### src/rtl/mbo_uart_tx_framer.sv
`timescale 1ns/1ps
`default_nettype none
// ============================================================================
//  Module   : mbo_uart_tx_framer
//  Function : Payload FIFO plus frame sequencer (HEADER, LEN, payload, XOR
//             checksum) feeding a UART transmitter byte handshake.
//  Revision : 1.0  initial release
// ============================================================================
module mbo_uart_tx_framer #(
   parameter int         ADDR_W = 4,
   parameter logic [7:0] HEADER = 8'hA5
) (
   input  logic       i_Clock,
   input  logic       rst,
   input  logic       i_Wr_En,
   input  logic [7:0] i_Wr_Data,
   input  logic       i_Send,
   input  logic       i_Tx_Active,
   input  logic       i_Tx_Done,
   output logic       o_Tx_DV,
   output logic [7:0] o_Tx_Byte,
   output logic       o_Full,
   output logic       o_Empty,
   output logic       o_Busy,
   output logic       o_Frame_Done,
   output logic       o_Overflow
);

   localparam int              c_DEPTH_N = 1 << ADDR_W;
   localparam logic [ADDR_W:0] c_DEPTH   = {1'b1, {ADDR_W{1'b0}}};

   localparam logic [1:0] c_ST_IDLE  = 2'd0;
   localparam logic [1:0] c_ST_ISSUE = 2'd1;
   localparam logic [1:0] c_ST_WAIT  = 2'd2;

   localparam logic [1:0] c_PH_HDR  = 2'd0;
   localparam logic [1:0] c_PH_LEN  = 2'd1;
   localparam logic [1:0] c_PH_DATA = 2'd2;
   localparam logic [1:0] c_PH_CSUM = 2'd3;

   logic [7:0]        r_Mem [0:c_DEPTH_N-1];
   logic [ADDR_W-1:0] r_Wr_Ptr;
   logic [ADDR_W-1:0] r_Rd_Ptr;
   logic [ADDR_W:0]   r_Count;
   logic              r_Full;
   logic              r_Empty;
   logic              r_Overflow;

   logic [1:0]        r_State;
   logic [1:0]        r_Phase;
   logic [7:0]        r_Len;
   logic [7:0]        r_Remain;
   logic [7:0]        r_Csum;
   logic              r_Tx_DV;
   logic [7:0]        r_Tx_Byte;
   logic              r_Busy;
   logic              r_Frame_Done;

   logic              w_Wr_Accept;
   logic              w_Rd;
   logic [ADDR_W:0]   w_Count_Next;
   logic [7:0]        w_Rd_Data;
   logic [7:0]        w_Occ;

   // Full is the registered flag, so a same-cycle read never frees a slot.
   assign w_Wr_Accept  = i_Wr_En & ~r_Full;
   assign w_Rd         = (r_State == c_ST_ISSUE) && (r_Phase == c_PH_DATA) && !i_Tx_Active;
   assign w_Count_Next = r_Count + (ADDR_W+1)'(w_Wr_Accept) - (ADDR_W+1)'(w_Rd);
   assign w_Rd_Data    = r_Mem[r_Rd_Ptr];
   assign w_Occ        = 8'(r_Count);

   always_ff @(posedge i_Clock) begin
      if (w_Wr_Accept) begin
         r_Mem[r_Wr_Ptr] <= i_Wr_Data;
      end
   end

   always_ff @(posedge i_Clock or posedge rst) begin
      if (rst) begin
         r_Wr_Ptr   <= '0;
         r_Rd_Ptr   <= '0;
         r_Count    <= '0;
         r_Full     <= 1'b0;
         r_Empty    <= 1'b1;
         r_Overflow <= 1'b0;
      end else begin
         if (w_Wr_Accept) begin
            r_Wr_Ptr <= r_Wr_Ptr + ADDR_W'(1);
         end
         if (w_Rd) begin
            r_Rd_Ptr <= r_Rd_Ptr + ADDR_W'(1);
         end
         if (i_Wr_En && r_Full) begin
            r_Overflow <= 1'b1;
         end
         r_Count <= w_Count_Next;
         r_Full  <= (w_Count_Next == c_DEPTH);
         r_Empty <= (w_Count_Next == '0);
      end
   end

   always_ff @(posedge i_Clock or posedge rst) begin
      if (rst) begin
         r_State      <= c_ST_IDLE;
         r_Phase      <= c_PH_HDR;
         r_Len        <= 8'h00;
         r_Remain     <= 8'h00;
         r_Csum       <= 8'h00;
         r_Tx_DV      <= 1'b0;
         r_Tx_Byte    <= 8'h00;
         r_Busy       <= 1'b0;
         r_Frame_Done <= 1'b0;
      end else begin
         r_Tx_DV      <= 1'b0;
         r_Frame_Done <= 1'b0;
         case (r_State)
            c_ST_IDLE: begin
               if (i_Send) begin
                  r_State  <= c_ST_ISSUE;
                  r_Phase  <= c_PH_HDR;
                  r_Len    <= w_Occ;
                  r_Remain <= w_Occ;
                  r_Csum   <= w_Occ;
                  r_Busy   <= 1'b1;
               end
            end
            c_ST_ISSUE: begin
               if (!i_Tx_Active) begin
                  r_Tx_DV <= 1'b1;
                  r_State <= c_ST_WAIT;
                  case (r_Phase)
                     c_PH_HDR:  r_Tx_Byte <= HEADER;
                     c_PH_LEN:  r_Tx_Byte <= r_Len;
                     c_PH_DATA: begin
                        r_Tx_Byte <= w_Rd_Data;
                        r_Csum    <= r_Csum ^ w_Rd_Data;
                        r_Remain  <= r_Remain - 8'd1;
                     end
                     default:   r_Tx_Byte <= r_Csum;
                  endcase
               end
            end
            c_ST_WAIT: begin
               if (i_Tx_Done) begin
                  r_State <= c_ST_ISSUE;
                  case (r_Phase)
                     c_PH_HDR:  r_Phase <= c_PH_LEN;
                     c_PH_LEN:  r_Phase <= (r_Len != 8'h00) ? c_PH_DATA : c_PH_CSUM;
                     // r_Remain already counts the byte just issued
                     c_PH_DATA: r_Phase <= (r_Remain == 8'h00) ? c_PH_CSUM : c_PH_DATA;
                     default: begin
                        r_State      <= c_ST_IDLE;
                        r_Phase      <= c_PH_HDR;
                        r_Busy       <= 1'b0;
                        r_Frame_Done <= 1'b1;
                     end
                  endcase
               end
            end
            default: begin
               r_State <= c_ST_IDLE;
               r_Phase <= c_PH_HDR;
               r_Busy  <= 1'b0;
            end
         endcase
      end
   end

   assign o_Tx_DV      = r_Tx_DV;
   assign o_Tx_Byte    = r_Tx_Byte;
   assign o_Full       = r_Full;
   assign o_Empty      = r_Empty;
   assign o_Busy       = r_Busy;
   assign o_Frame_Done = r_Frame_Done;
   assign o_Overflow   = r_Overflow;

endmodule
`default_nettype wire

### config.mk
export PLATFORM = sky130hd
export DESIGN_NAME = mbo_uart_tx_framer
export DESIGN_NICKNAME = d
export VERILOG_FILES = /design/src/rtl/mbo_uart_tx_framer.sv
export SDC_FILE = /design/constraint.sdc
export NUM_CORES = 1
export LEC_CHECK = 0
export CORE_MARGIN = 2
export CORE_UTILIZATION = 45
export DETAILED_ROUTE_END_ITERATION = 6
export PLACE_DENSITY = 0.62
export SLEW_MARGIN = 20
export SYNTH_ARGS = -nofsm -noshare
export SYNTH_HDL_FRONTEND = slang
export SYNTH_SLANG_ARGS = --single-unit
### constraint.sdc
create_clock -name i_Clock -period 3 [get_ports i_Clock]
set_clock_uncertainty 0.2 [all_clocks]
set_input_delay 0.6 -clock i_Clock [delete_from_list [all_inputs] [get_ports i_Clock]]
set_output_delay 0.6 -clock i_Clock [all_outputs]
set_load 0.01 [all_outputs]
==> results of run 1 <==
-- Yosys cell counts (all sizes together), types with 2 or more instances --
cell	count	share of area, %
nor2	29	1.4
mux4	24	6.8
ha	16	2.5
buf	15	1.2
a21o	4	0.38
o22ai	3	0.24
mux2i	35	4.4
o2111ai	5	0.55
a22oi	9	0.85
a2bb2oi	5	0.55
a32oi	3	0.33
o21ai	25	1.6
dfrtp	51	16
o21a	2	0.19
edfxtp	128	48
clkbuf	8	0.39
a221oi	7	1.2
and2	21	1.6
xor2	4	0.44
a22o	9	0.99
a21oi	18	1.1
a41oi	3	0.33
nor3b	3	0.35
o211ai	2	0.19
nand2b	2	0.16
xnor2	10	1.1
inv	27	1.3
nand2	32	1.5
nor3	8	0.57
nor2b	7	0.55
mux2	5	0.71
a31oi	3	0.24
and3	5	0.39
-- stage by stage --
step	cells	hold slack (ns)	util (%)	total power [mW]
global placement	808	0.243	50.4	5.83
CTS	841	0.267	53.9	8.12
finish	842	0.261	54.1	8.12
detailed placement	808	0.249	50.4	5.92
floorplan	542	0.271	-	5.04
global route	842	0.278	54.1	8.58
-- state kept, by name, indices dropped and copies added (netlist names) --
name          count
o_Tx_DV           1
o_Tx_Byte         8
o_Overflow        1
r_State           2
r_Csum            8
o_Empty           1
o_Busy            1
r_Remain          8
o_Full            1
r_Rd_Ptr          4
r_Len             5
r_Count           5
r_Phase           2
r_Wr_Ptr          4
r_Mem           128
o_Frame_Done      1
-- worst max path at each step --
stage | from | end | slack, ns | cells after the start
floorplan | i_Wr_En | o_Full | 0.03 | 11
global placement | i_Tx_Active | o_Full | -0.35 | 10
detailed placement | i_Tx_Active | o_Empty | -0.39 | 10
CTS | i_Tx_Active | o_Full | 0.04 | 10
global route | i_Wr_En | o_Full | -0.01 | 11
finish | i_Wr_En | o_Full | 0.10 | 11
-- worst register-to-register path, cell delays in order, from the launching register on --
cell      delay, ns
dfrtp_1        0.39
inv_2          0.09
ha_4           0.14
and4bb_2       0.29
ha_1           0.25
inv_1          0.06
ha_2           0.17
inv_1          0.06
fa_1           0.47
inv_1          0.05
or4_4          0.53
nor2b_2        0.13
-- per-layer routing --
metal	track usage [%]	part of all wire, %	up-vias	wire length [µm]
li1	-	-	2189	-
met1	25.5	44	2430	7390
met2	31.5	50	130	8380
met3	4.93	4.9	17	826
met4	6.53	1.4	0	234
met5	0	0	-	0
-- power groups by stage --
stage / combinational [mW] / clock [mW] / sequential, mW
2_1_floorplan: 1.59 / 0 / 3.45
3_3_place_gp: 2.34 / 0 / 3.49
3_5_place_dp: 2.41 / 0 / 3.51
4_1_cts: 2.43 / 2.24 / 3.46
5_1_grt: 2.72 / 2.34 / 3.51
6_report: 2.46 / 2.20 / 3.47
-- placed cells by master (no fill, tap or decap), types with 14 or more instances in the layout --
cell type        Yosys  layout
inv_1               27      25
nand2_1             32      32
clkbuf_16            0      17
ha_1                16      14
mux4_2              24      24
dfrtp_1             51      50
clkdlybuf4s50_1      0      26
and2_1              21      21
mux2i_1             35      35
a21oi_1             18      18
edfxtp_1           128     128
buf_4                4      35
nor2_1              29      28
o21ai_0             21      21
-- cell families (layout without fill, tap and decap cells) --
kind of cell	count (synthesis)	count (layout)	share of synthesized area [%]
fa+ha+maj	17	17	2.76
buf+inv	51	126	2.94
mux	64	64	11.9
xor+xnor	14	14	1.54
flops	180	180	64.6
simple gates	115	115	7.30
compound gates	101	101	9.01
-- what timing repair did --
action,4_1_cts,5_1_grt
hold buffers,0,0
gates resized for setup,0,9
pin swaps,0,2
setup endpoints to repair,1,2
setup buffers,1,1
-- cell type report --
class | instances | share of cell area, %
inverter | 28 | 1.12
multi-input combinational | 311 | 28.0
timing repair buffer | 66 | 6.58
clock buffer | 19 | 4.63
tap | 225 | 3.01
clock inverter | 13 | 1.63
sequential | 180 | 55.0
==> results.md, run 1 <==
| Item | Reported | Unit |
|---|---|---|
| Effective utilization at floorplan | 46.1 | % |
| Post-Route Setup TNS | 0 | ns |
| Int Pwr | 5.51 | mW |
| Required time of the worst setup path | 3.17 | ns |
| Result of the run | complete, no violations | - |
| Share of synthesized area occupied by flip-flops and latches | 64.6 | % |
| Area occupied by registers | 5150 | µm² |
| Number of nets in the layout | 635 | - |
| Worst setup slack for register-to-register paths | 0.11 | ns |
| Via Count | 4766 | - |
| Residual overflow from global routing | 0 | - |
| Master of the slowest instance on the critical path | or4_4 | - |
| Clk pin slew, worst setup/hold paths | 0.07 | ns |
| Total wire length after detailed routing | 16800 | µm |
| Critical path's largest stage delay | 0.53 | ns |
| Pins Over Slew Limit | 0 | - |
| Synthesized Nets | 573 | - |
| # IOs | 28 | - |
| EDFF count, synth | 128 | - |
| Count of cell types in the netlist | 54 | - |
| Worst Setup Path Type | in2reg | - |
| # setup viols final | 0 | - |
| Die X-Extent | 137 | µm |
| 1st-pass router iterations | 5 | - |
| Clk buf depth | 2 | - |
| Worst flop-to-flop path startpoint | r_Phase[0] | - |
| Number of antenna violations at the first check in global routing | 0 | - |
| Most used flip-flop cell after synthesis | edfxtp_1 | - |
| Kind of cell adding the most delay to the critical path | adder cells | - |
| GRT Resource Usage Total | 19.4 | % |
| Layout area overhead | 17.3 | % |
| Dominant cell type by count on the critical path | inv_1 | - |
| Slack of the critical path | 0.104 | ns |
| CTS tree | yes | - |
| Root buffer cell | clkbuf_16 | - |
| Proportion of power drawn by flip-flops and latches | 42.7 | % |
| # diodes | 0 | - |
| R2R depth | 11 | - |
| Final critical path time including I/O delays and setup | 2.90 | ns |
| Terminus of the critical flop-to-flop path | o_Full | - |
| Worst vdd ir | 476 | µV |
| Vias in the first global route | 4894 | - |
| Number of hold violations in the final report | 0 | - |
| First-pass GRT wire length | 26600 | µm |
| Type of the tightest min-delay check | in2async | - |
| Routed via count divided by cell count | 5.66 | - |
| Cells along the critical path | clkdlybuf4s50_1 > nor2b_2 > inv_1 > ha_1 > inv_1 > ha_2 > inv_1 > fa_1 > inv_1 > or4_4 > nor2b_2 | - |
| Category of the worst setup path launch point | primary input | - |
| Comb power frac | 30.2 | % |
| Number of buffers added by the clock tree synthesis step | 17 | - |
| Drt drc | 0 | - |
| Final cycle utilization of the critical path | 96.5 | % |
| Fraction of final layout cells sized beyond drive strength 1 | 19.0 | % |
| NetSw | 2.61 | mW |
| Power density of the placed cells | 868 | nW/µm² |
| Worst slew pin tran | 0.719 | ns |
| Crit path buffers/inverters | 5 | - |
| Post-detailed-placement half-perimeter wirelength | 12100 | µm |
| Async set-reset flop share out of synthesis | 28.9 | % |
| Die area | 18800 | µm² |
| Fill cell instance count of the final layout | 1408 | - |
| Multi-input combinational cell area | 2620 | µm² |
| Share of power burned in the clock network | 27.1 | % |
| Number of I/O port buffers | 27 | - |
| Max cap viols | 0 | - |
| Cell Area, Placed | 8720 | µm² |
| Max-slew headroom at the worst pin | 52.0 | % |
| Worst slack after detailed placement | -0.391 | ns |
| Count of state elements after synthesis | 180 | - |
| Number of instances in the synthesized netlist | 542 | - |
| Floorplan core area | 17300 | µm² |
| Critical Path Fanout Max | 2 | - |
| Leakage power total | 3.35 | nW |
| Yosys warning count | 0 | - |
| Clk sink count | 180 | - |
| Antenna Violating Nets Remaining | 0 | - |
| Synthesized cell area | 7970 | µm² |
| Row Count | 48 | - |
| Fin area | 9350 | µm² |
| DRT iter0 DRCs | 408 | - |
| Vertical extent of the die | 137 | µm |
| Largest net degree at the start of global routing | 31 | - |
| Routed len/inst | 20.0 | µm |
| Placer's final routability congestion estimate | 0.847 | - |
| Share of total power consumed by net switching | 32.1 | % |
| Achievable Freq | 345 | MHz |
| Syn_area_per_cell | 14.7 | µm² |
| Capturing element type of the critical path | register | - |
| Number of H-tree branching levels | 4 | - |
| Clock latency of the later-clocked register in the worst-skew pair | 0.43 | ns |
| CP arrival | 3.06 | ns |
Note: power is estimated with default switching activity, not from simulation.
==> run 2, diff against run 1 <==
--- a/config.mk
+++ b/config.mk
@@ -7,6 +7,7 @@
 export LEC_CHECK = 0
 export CORE_MARGIN = 2
 export CORE_UTILIZATION = 45
+export CTS_CLUSTER_SIZE = 12
 export DETAILED_ROUTE_END_ITERATION = 6
 export PLACE_DENSITY = 0.62
 export SLEW_MARGIN = 20
==> results of run 2 <==
Same layout as run 1: the final DEF is identical, and so are final timing and power.
